## config.mk

```make
export PLATFORM = sky130hd
export DESIGN_NAME = mips_cpu_bus
export DESIGN_NICKNAME = d
export VERILOG_FILES = /design/src/rtl/mips_cpu_bus.sv
export SDC_FILE = /design/constraint.sdc
export NUM_CORES = 2
export LEC_CHECK = 0
export CAP_MARGIN = 40
export CORE_ASPECT_RATIO = 2
export CORE_MARGIN = 2
export CORE_UTILIZATION = 30
export CTS_BUF_LIST = sky130_fd_sc_hd__clkbuf_8
export DETAILED_ROUTE_END_ITERATION = 8
export PLACE_DENSITY = 0.4
export SYNTH_ARGS = -nofsm -noshare
export SYNTH_HDL_FRONTEND = slang
export SYNTH_SLANG_ARGS = --single-unit
```

## constraint.sdc

```tcl
create_clock -name clk -period 7.2 [get_ports clk]
set_clock_uncertainty 0.1 [all_clocks]
set_input_delay 2.16 -clock clk [delete_from_list [all_inputs] [get_ports clk]]
set_output_delay 2.16 -clock clk [all_outputs]
set_load 0.005 [all_outputs]
```

## src/rtl/mips_cpu_bus.sv

```systemverilog
// mips_cpu_bus: multicycle little-endian MIPS-I subset CPU with a single
// Avalon-style master port shared by instruction fetch and data access.
// Optional sub-word loads/stores (LB/LBU/LH/LHU/SB/SH) are built in when the
// macro MIPS_CPU_SUBWORD_EN is defined; otherwise those opcodes are NOPs.
//
// state | meaning
// FETCH | read instruction at pc (or halt when pc is zero)
// EXEC  | decode readdata, ALU, branch/jump resolution, register write-back
// MEM   | data read/write at rs+sext(imm)
// WB    | load data written into rt
// HALT  | stopped, active low, until reset
module mips_cpu_bus #(
  parameter logic [31:0] RESET_VECTOR = 32'hBFC00000
) (
  input  logic        clk,
  input  logic        reset,
  output logic        active,
  output logic [31:0] register_v0,
  output logic [31:0] address,
  output logic        write,
  output logic        read,
  input  logic        waitrequest,
  output logic [31:0] writedata,
  output logic [3:0]  byteenable,
  input  logic [31:0] readdata
);
  typedef enum logic [2:0] {FETCH, EXEC, MEM, WB, HALT} state_t;
  state_t state, state_nx;

  // pc is the instruction being fetched; npc is its successor, which carries
  // the branch target across the delay slot.
  logic [31:0] pc, npc;
  logic [31:0] gpr [32];

  logic [5:0]  op, funct;
  logic [4:0]  rs, rt, rd, shamt;
  logic [15:0] imm;
  logic [31:0] rs_val, rt_val, sext, zext, eff_addr, pc_plus4, link, br_tgt, j_tgt;

  logic        wb_en, taken, is_load, is_store;
  logic [4:0]  wb_idx;
  logic [31:0] wb_val, tgt, st_data_c, ld_val;
  logic [3:0]  st_be_c;

  logic [29:0] mem_word;
  logic        mem_store;
  logic [3:0]  st_be;
  logic [31:0] st_data;
  logic [4:0]  ld_rt;
`ifdef MIPS_CPU_SUBWORD_EN
  logic [1:0]  sz_c, ld_size, ld_off;
  logic        sgn_c, ld_sign;
  logic [7:0]  byte_l;
  logic [15:0] half_l;
`else
  logic        addr_lo_unused;
  assign addr_lo_unused = ^eff_addr[1:0];
`endif

  assign op       = readdata[31:26];
  assign rs       = readdata[25:21];
  assign rt       = readdata[20:16];
  assign rd       = readdata[15:11];
  assign shamt    = readdata[10:6];
  assign funct    = readdata[5:0];
  assign imm      = readdata[15:0];
  assign sext     = {{16{imm[15]}}, imm};
  assign zext     = {16'h0000, imm};
  assign rs_val   = gpr[rs];
  assign rt_val   = gpr[rt];
  assign eff_addr = rs_val + sext;
  assign pc_plus4 = pc + 32'd4;
  assign link     = pc + 32'd8;
  assign br_tgt   = pc_plus4 + {sext[29:0], 2'b00};
  assign j_tgt    = {pc_plus4[31:28], readdata[25:0], 2'b00};

  assign register_v0 = gpr[2];
  assign active      = (state != HALT);

  // Instruction decode and execute for the word currently on readdata
  always_comb begin
    wb_en    = 1'b0;
    wb_idx   = rd;
    wb_val   = '0;
    taken    = 1'b0;
    tgt      = br_tgt;
    is_load  = 1'b0;
    is_store = 1'b0;
`ifdef MIPS_CPU_SUBWORD_EN
    sz_c  = 2'd2;
    sgn_c = 1'b0;
`endif
    case (op)
      6'h00: begin
        wb_en = 1'b1;
        case (funct)
          6'h21: wb_val = rs_val + rt_val;
          6'h23: wb_val = rs_val - rt_val;
          6'h24: wb_val = rs_val & rt_val;
          6'h25: wb_val = rs_val | rt_val;
          6'h26: wb_val = rs_val ^ rt_val;
          6'h27: wb_val = ~(rs_val | rt_val);
          6'h2A: wb_val = {31'd0, $signed(rs_val) < $signed(rt_val)};
          6'h2B: wb_val = {31'd0, rs_val < rt_val};
          6'h00: wb_val = rt_val << shamt;
          6'h02: wb_val = rt_val >> shamt;
          6'h03: wb_val = $unsigned($signed(rt_val) >>> shamt);
          6'h04: wb_val = rt_val << rs_val[4:0];
          6'h06: wb_val = rt_val >> rs_val[4:0];
          6'h07: wb_val = $unsigned($signed(rt_val) >>> rs_val[4:0]);
          6'h08: begin wb_en = 1'b0; taken = 1'b1; tgt = rs_val; end
          6'h09: begin taken = 1'b1; tgt = rs_val; wb_val = link; end
          default: wb_en = 1'b0;
        endcase
      end
      6'h01: if (rt == 5'h00 || rt == 5'h01 || rt == 5'h10 || rt == 5'h11) begin
        taken  = rt[0] ? ~rs_val[31] : rs_val[31];
        wb_en  = rt[4];
        wb_idx = 5'd31;
        wb_val = link;
      end
      6'h02: begin taken = 1'b1; tgt = j_tgt; end
      6'h03: begin taken = 1'b1; tgt = j_tgt; wb_en = 1'b1; wb_idx = 5'd31; wb_val = link; end
      6'h04: taken = (rs_val == rt_val);
      6'h05: taken = (rs_val != rt_val);
      6'h06: taken = rs_val[31] | (rs_val == 32'd0);
      6'h07: taken = ~rs_val[31] & (rs_val != 32'd0);
      6'h09: begin wb_en = 1'b1; wb_idx = rt; wb_val = rs_val + sext; end
      6'h0A: begin wb_en = 1'b1; wb_idx = rt; wb_val = {31'd0, $signed(rs_val) < $signed(sext)}; end
      6'h0B: begin wb_en = 1'b1; wb_idx = rt; wb_val = {31'd0, rs_val < sext}; end
      6'h0C: begin wb_en = 1'b1; wb_idx = rt; wb_val = rs_val & zext; end
      6'h0D: begin wb_en = 1'b1; wb_idx = rt; wb_val = rs_val | zext; end
      6'h0E: begin wb_en = 1'b1; wb_idx = rt; wb_val = rs_val ^ zext; end
      6'h0F: begin wb_en = 1'b1; wb_idx = rt; wb_val = {imm, 16'h0000}; end
      6'h23: is_load = 1'b1;
      6'h2B: is_store = 1'b1;
`ifdef MIPS_CPU_SUBWORD_EN
      6'h20: begin is_load = 1'b1; sz_c = 2'd0; sgn_c = 1'b1; end
      6'h24: begin is_load = 1'b1; sz_c = 2'd0; end
      6'h21: begin is_load = 1'b1; sz_c = 2'd1; sgn_c = 1'b1; end
      6'h25: begin is_load = 1'b1; sz_c = 2'd1; end
      6'h28: begin is_store = 1'b1; sz_c = 2'd0; end
      6'h29: begin is_store = 1'b1; sz_c = 2'd1; end
`endif
      default: ;
    endcase
  end

  // Store lane select and data replication
  always_comb begin
    st_be_c   = 4'b1111;
    st_data_c = rt_val;
`ifdef MIPS_CPU_SUBWORD_EN
    if (sz_c == 2'd0) begin
      st_be_c   = 4'b0001 << eff_addr[1:0];
      st_data_c = {4{rt_val[7:0]}};
    end else if (sz_c == 2'd1) begin
      st_be_c   = eff_addr[1] ? 4'b1100 : 4'b0011;
      st_data_c = {2{rt_val[15:0]}};
    end
`endif
  end

  // Load lane extraction and extension
  always_comb begin
    ld_val = readdata;
`ifdef MIPS_CPU_SUBWORD_EN
    byte_l = readdata[{ld_off, 3'b000} +: 8];
    half_l = ld_off[1] ? readdata[31:16] : readdata[15:0];
    case (ld_size)
      2'd0:    ld_val = {{24{ld_sign & byte_l[7]}}, byte_l};
      2'd1:    ld_val = {{16{ld_sign & half_l[15]}}, half_l};
      default: ;
    endcase
`endif
  end

  // Next state and bus outputs; bus is idle while reset is held
  always_comb begin
    state_nx   = state;
    read       = 1'b0;
    write      = 1'b0;
    address    = pc;
    byteenable = 4'b0000;
    writedata  = '0;
    case (state)
      FETCH: begin
        if (pc == 32'd0) state_nx = HALT;
        else begin
          read       = 1'b1;
          byteenable = 4'b1111;
          if (!waitrequest) state_nx = EXEC;
        end
      end
      EXEC: state_nx = (is_load || is_store) ? MEM : FETCH;
      MEM: begin
        address = {mem_word, 2'b00};
        if (mem_store) begin
          write      = 1'b1;
          byteenable = st_be;
          writedata  = st_data;
        end else begin
          read       = 1'b1;
          byteenable = 4'b1111;
        end
        if (!waitrequest) state_nx = mem_store ? FETCH : WB;
      end
      WB:      state_nx = FETCH;
      default: state_nx = HALT;
    endcase
    if (!reset) begin
      read       = 1'b0;
      write      = 1'b0;
      byteenable = 4'b0000;
      writedata  = '0;
    end
  end

  // State register
  always_ff @(posedge clk or negedge reset) begin
    if (!reset) state <= FETCH;
    else        state <= state_nx;
  end

  // Program counter, delay-slot successor and latched memory-op context
  always_ff @(posedge clk or negedge reset) begin
    if (!reset) begin
      pc        <= RESET_VECTOR;
      npc       <= RESET_VECTOR + 32'd4;
      mem_word  <= '0;
      mem_store <= 1'b0;
      st_be     <= 4'b0000;
      st_data   <= '0;
      ld_rt     <= '0;
`ifdef MIPS_CPU_SUBWORD_EN
      ld_size   <= 2'd2;
      ld_sign   <= 1'b0;
      ld_off    <= 2'd0;
`endif
    end else if (state == EXEC) begin
      pc  <= npc;
      npc <= taken ? tgt : npc + 32'd4;
      if (is_load || is_store) begin
        mem_word  <= eff_addr[31:2];
        mem_store <= is_store;
        st_be     <= st_be_c;
        st_data   <= st_data_c;
        ld_rt     <= rt;
`ifdef MIPS_CPU_SUBWORD_EN
        ld_size   <= sz_c;
        ld_sign   <= sgn_c;
        ld_off    <= eff_addr[1:0];
`endif
      end
    end
  end

  // Register file; $0 is never written so it always reads zero
  always_ff @(posedge clk or negedge reset) begin
    if (!reset) begin
      for (int i = 0; i < 32; i++) gpr[i] <= '0;
    end else if (state == EXEC && wb_en && wb_idx != 5'd0) begin
      gpr[wb_idx] <= wb_val;
    end else if (state == WB && ld_rt != 5'd0) begin
      gpr[ld_rt] <= ld_val;
    end
  end
endmodule

```

==> impl_metrics.yaml <==
critical_path:
  cp_num_cells: 30
  path_common_cell: "buf_4"
  cp_top_family: "buffers and inverters"
  slowest_stage: "nand4_1"
  path_max_fanout: 17
  cp.arrival_ns: 7.95
  cp.buffers_inverters: 14
  endpoint_kind: "flop"
  cpPeakStageDelay_ns: 0.51
  crit_type: "in -> reg"
  cp-start-kind: "input port"
  rr_worst_depth: 23
  crit_required_ns: 7.94
layout:
  nets: 11000
  fin_util_pct: 40.2
  drive_gt1_share_pct: 31.1
  syn2layout_area_growth_pct: 33.5
  final_cell_mix: "buf_4, dfrtp_1, nand2_1, a21oi_1, nor2_1"
  final_common_cell: "buf_4"
die:
  dieArea_um2: 287000
  io_pins: 138
  die_x_um: 380
  core-area_um2: 282000
  start_util_pct: 30.1
  fp.dieH_um: 756
  core.rowCount: 276
routing:
  vias: 92000
  routed_wl_um: 582000
  drcViolationCount: 0
  drt_iter0_markers: 12000
  dr.pass1.iters: 8
  via_per_inst: 6.28
  ant_nets: 0
  wire_per_inst_um: 39.7
clocking:
  clk-insertion-delay-late_ns: 1.07
  cts_max_level: 4
  cts_root_buffer: "clkbuf_8"
  cts_tree: "yes"
  cts_buffers: 200
  clk_path_buf_depth: 4
  clock_sinks: 1160
  ctsHoldBuffers: 0
  clkTransAtPathRegs_ns: 0.07
pwr:
  vdd_drop_max_mv: 0.187
  p_leak_nw: 49.7
  p_per_area_nw_per_um2: 176
place:
  hpwl_um: 435000
  port_buffers: 137
  gp_congestion: 1.05
  preCtsSetupSlack_ns: -1.61
synth:
  synth-main-ff-cell: "dfrtp_1"
  ys_seq_area_share_pct: 34.2
  synth_cells: 9225
  synth-edff-count: 0
  ys_warn_count: 0
  synth_fp_nets: 9488
  synth.distinct_cells: 108
  syn_avg_cell_area_um2: 9.20
  synth-seq-cells: 1160
  async_reset_ff_share_pct: 100
  syn-cell-area_um2: 84900
global_route:
  use_met3_pct: 7.48
  grt_usage_pct: 39.1
  grt_max_degree: 151
  grt_overflow_total: 0
  grt_use_met1_pct: 48.9
  grt_pass1_vias: 88800
  use_met2_pct: 59.5
  grt-busiest-layer: "met2"
  grt_pass1_wl_um: 781000
  antenna_found_initial: 56
timing:
  layout_setup_ws_ns: -0.00537
  setup_viol_count_final: 1
  fin_crit_ns: 7.21
  hold_violations: 0
  slew_viol_final: 0
  period_share_pct: 100
  clock.fmax_mhz: 139
  holdWs_ns: 0.301
  tightest_slew_ns: 1.13
  max_slew_margin_pct: 24.4
job:
  drv_cap: 0
hold_path:
  hold_depth: 0
  hold_path_class: "reg -> reg"
status:
  status: "complete, but fails checks"
  violations: "negative setup slack"
where the power goes:
part,internal (mW),switching (mW)
sequential,6.73,0.326
clock,3.59,3.29
combinational,2.34,3.61
total,12.7,7.23
cells in the mapped netlist (64+ instances only):
cell type	n	area share, %
a22oi_1	360	3.2
inv_1	192	0.85
buf_2	162	0.96
a21oi_1	661	3.9
nand3_1	151	0.89
nand2_1	1090	4.8
o22ai_1	238	1.8
dfrtp_1	1141	34
nor4_1	64	0.47
o21ai_0	628	3.7
ha_1	224	3.3
buf_4	87	0.77
mux4_2	394	10
mux2i_1	609	7.2
xnor2_1	96	0.99
nor2_1	617	2.7
a211oi_1	144	1.3
o31ai_1	67	0.59
clkbuf_1	695	3.1
nor3_1	93	0.55
o221ai_1	418	4.3
mux2_2	66	0.88
metal layers:
layer	vias to the layer above	wire length, um
li1	37800	-
met1	47100	225000
met2	5429	253000
met3	1629	48500
met4	26	55500
met5	-	180
flip-flops by register name, indices dropped and copies added (netlist names):
register	cells
gpr	992
ld_rt	5
mem_store	1
mem_word	30
npc	32
pc	32
register_v0	32
st_be	1
st_data	32
state	3
cell type report:
| cell class | count | area [um2] |
|---|---|---|
| Sequential cell | 1160 | 29100 |
| Antenna cell | 20 | 50.0 |
| Clock buffer | 263 | 3620 |
| Inverter | 204 | 777 |
| Timing Repair Buffer | 2336 | 22100 |
| Tap cell | 3753 | 4700 |
| Clock inverter | 96 | 678 |
| Fill cell | 28700 | 169000 |
| Multi-Input combinational cell | 6825 | 52300 |
kinds of logic (layout without fill, tap and decap cells):
kind of cell	after synthesis	count (layout)	synth area share, %
AOI/OAI and AO/OA	3025	3025	23.7
xor gates and xnor gates	141	141	1.46
adders and majority gates	228	228	3.40
buffers and inverters	1240	2899	6.44
DFF	1160	1160	34.2
muxes	1073	1073	18.6
other	0	20	0
and+or+nand+nor	2358	2358	12.2
through the flow:
step / total power, mW / area [um2] / setup TNS [ns] / std cells
floorplan: 9.52 / 85600 / -18.20 / 9225
global placement: 12.8 / 107000 / -1121.09 / 14200
detailed placement: 12.8 / 107000 / -1070.39 / 14200
CTS: 19.7 / 112000 / 0 / 14600
global route: 20.4 / 113000 / -0.695 / 14600
finish: 19.9 / 113000 / -0.00537 / 14700
repair_timing:
action	4_1_cts	5_1_grt
pin swaps	9	39
cloned	2	8
buffers inserted	13	36
gates resized for setup	65	124
endpoints found under the setup margin	553	513
endpoints found under the hold margin	0	0
final timing paths:
kind	slack, ns	end	start
worst max-delay path	-0.005	gpr[186]$_DFFE_PN0P_	readdata[18]
worst min-delay path	0.30	gpr[997]$_DFFE_PN0P_	gpr[997]$_DFFE_PN0P_
worst max register to register	1.01	gpr[844]$_DFFE_PN0P_	gpr[704]$_DFFE_PN0P_
worst min register to register	0.30	gpr[997]$_DFFE_PN0P_	gpr[997]$_DFFE_PN0P_
max in group asynchronous	3.71	npc[2]$_DFFE_PN1P_	reset
min in group asynchronous	0.89	gpr[483]$_DFFE_PN0P_	reset
No activity file was read; power rests on OpenSTA's default activity.
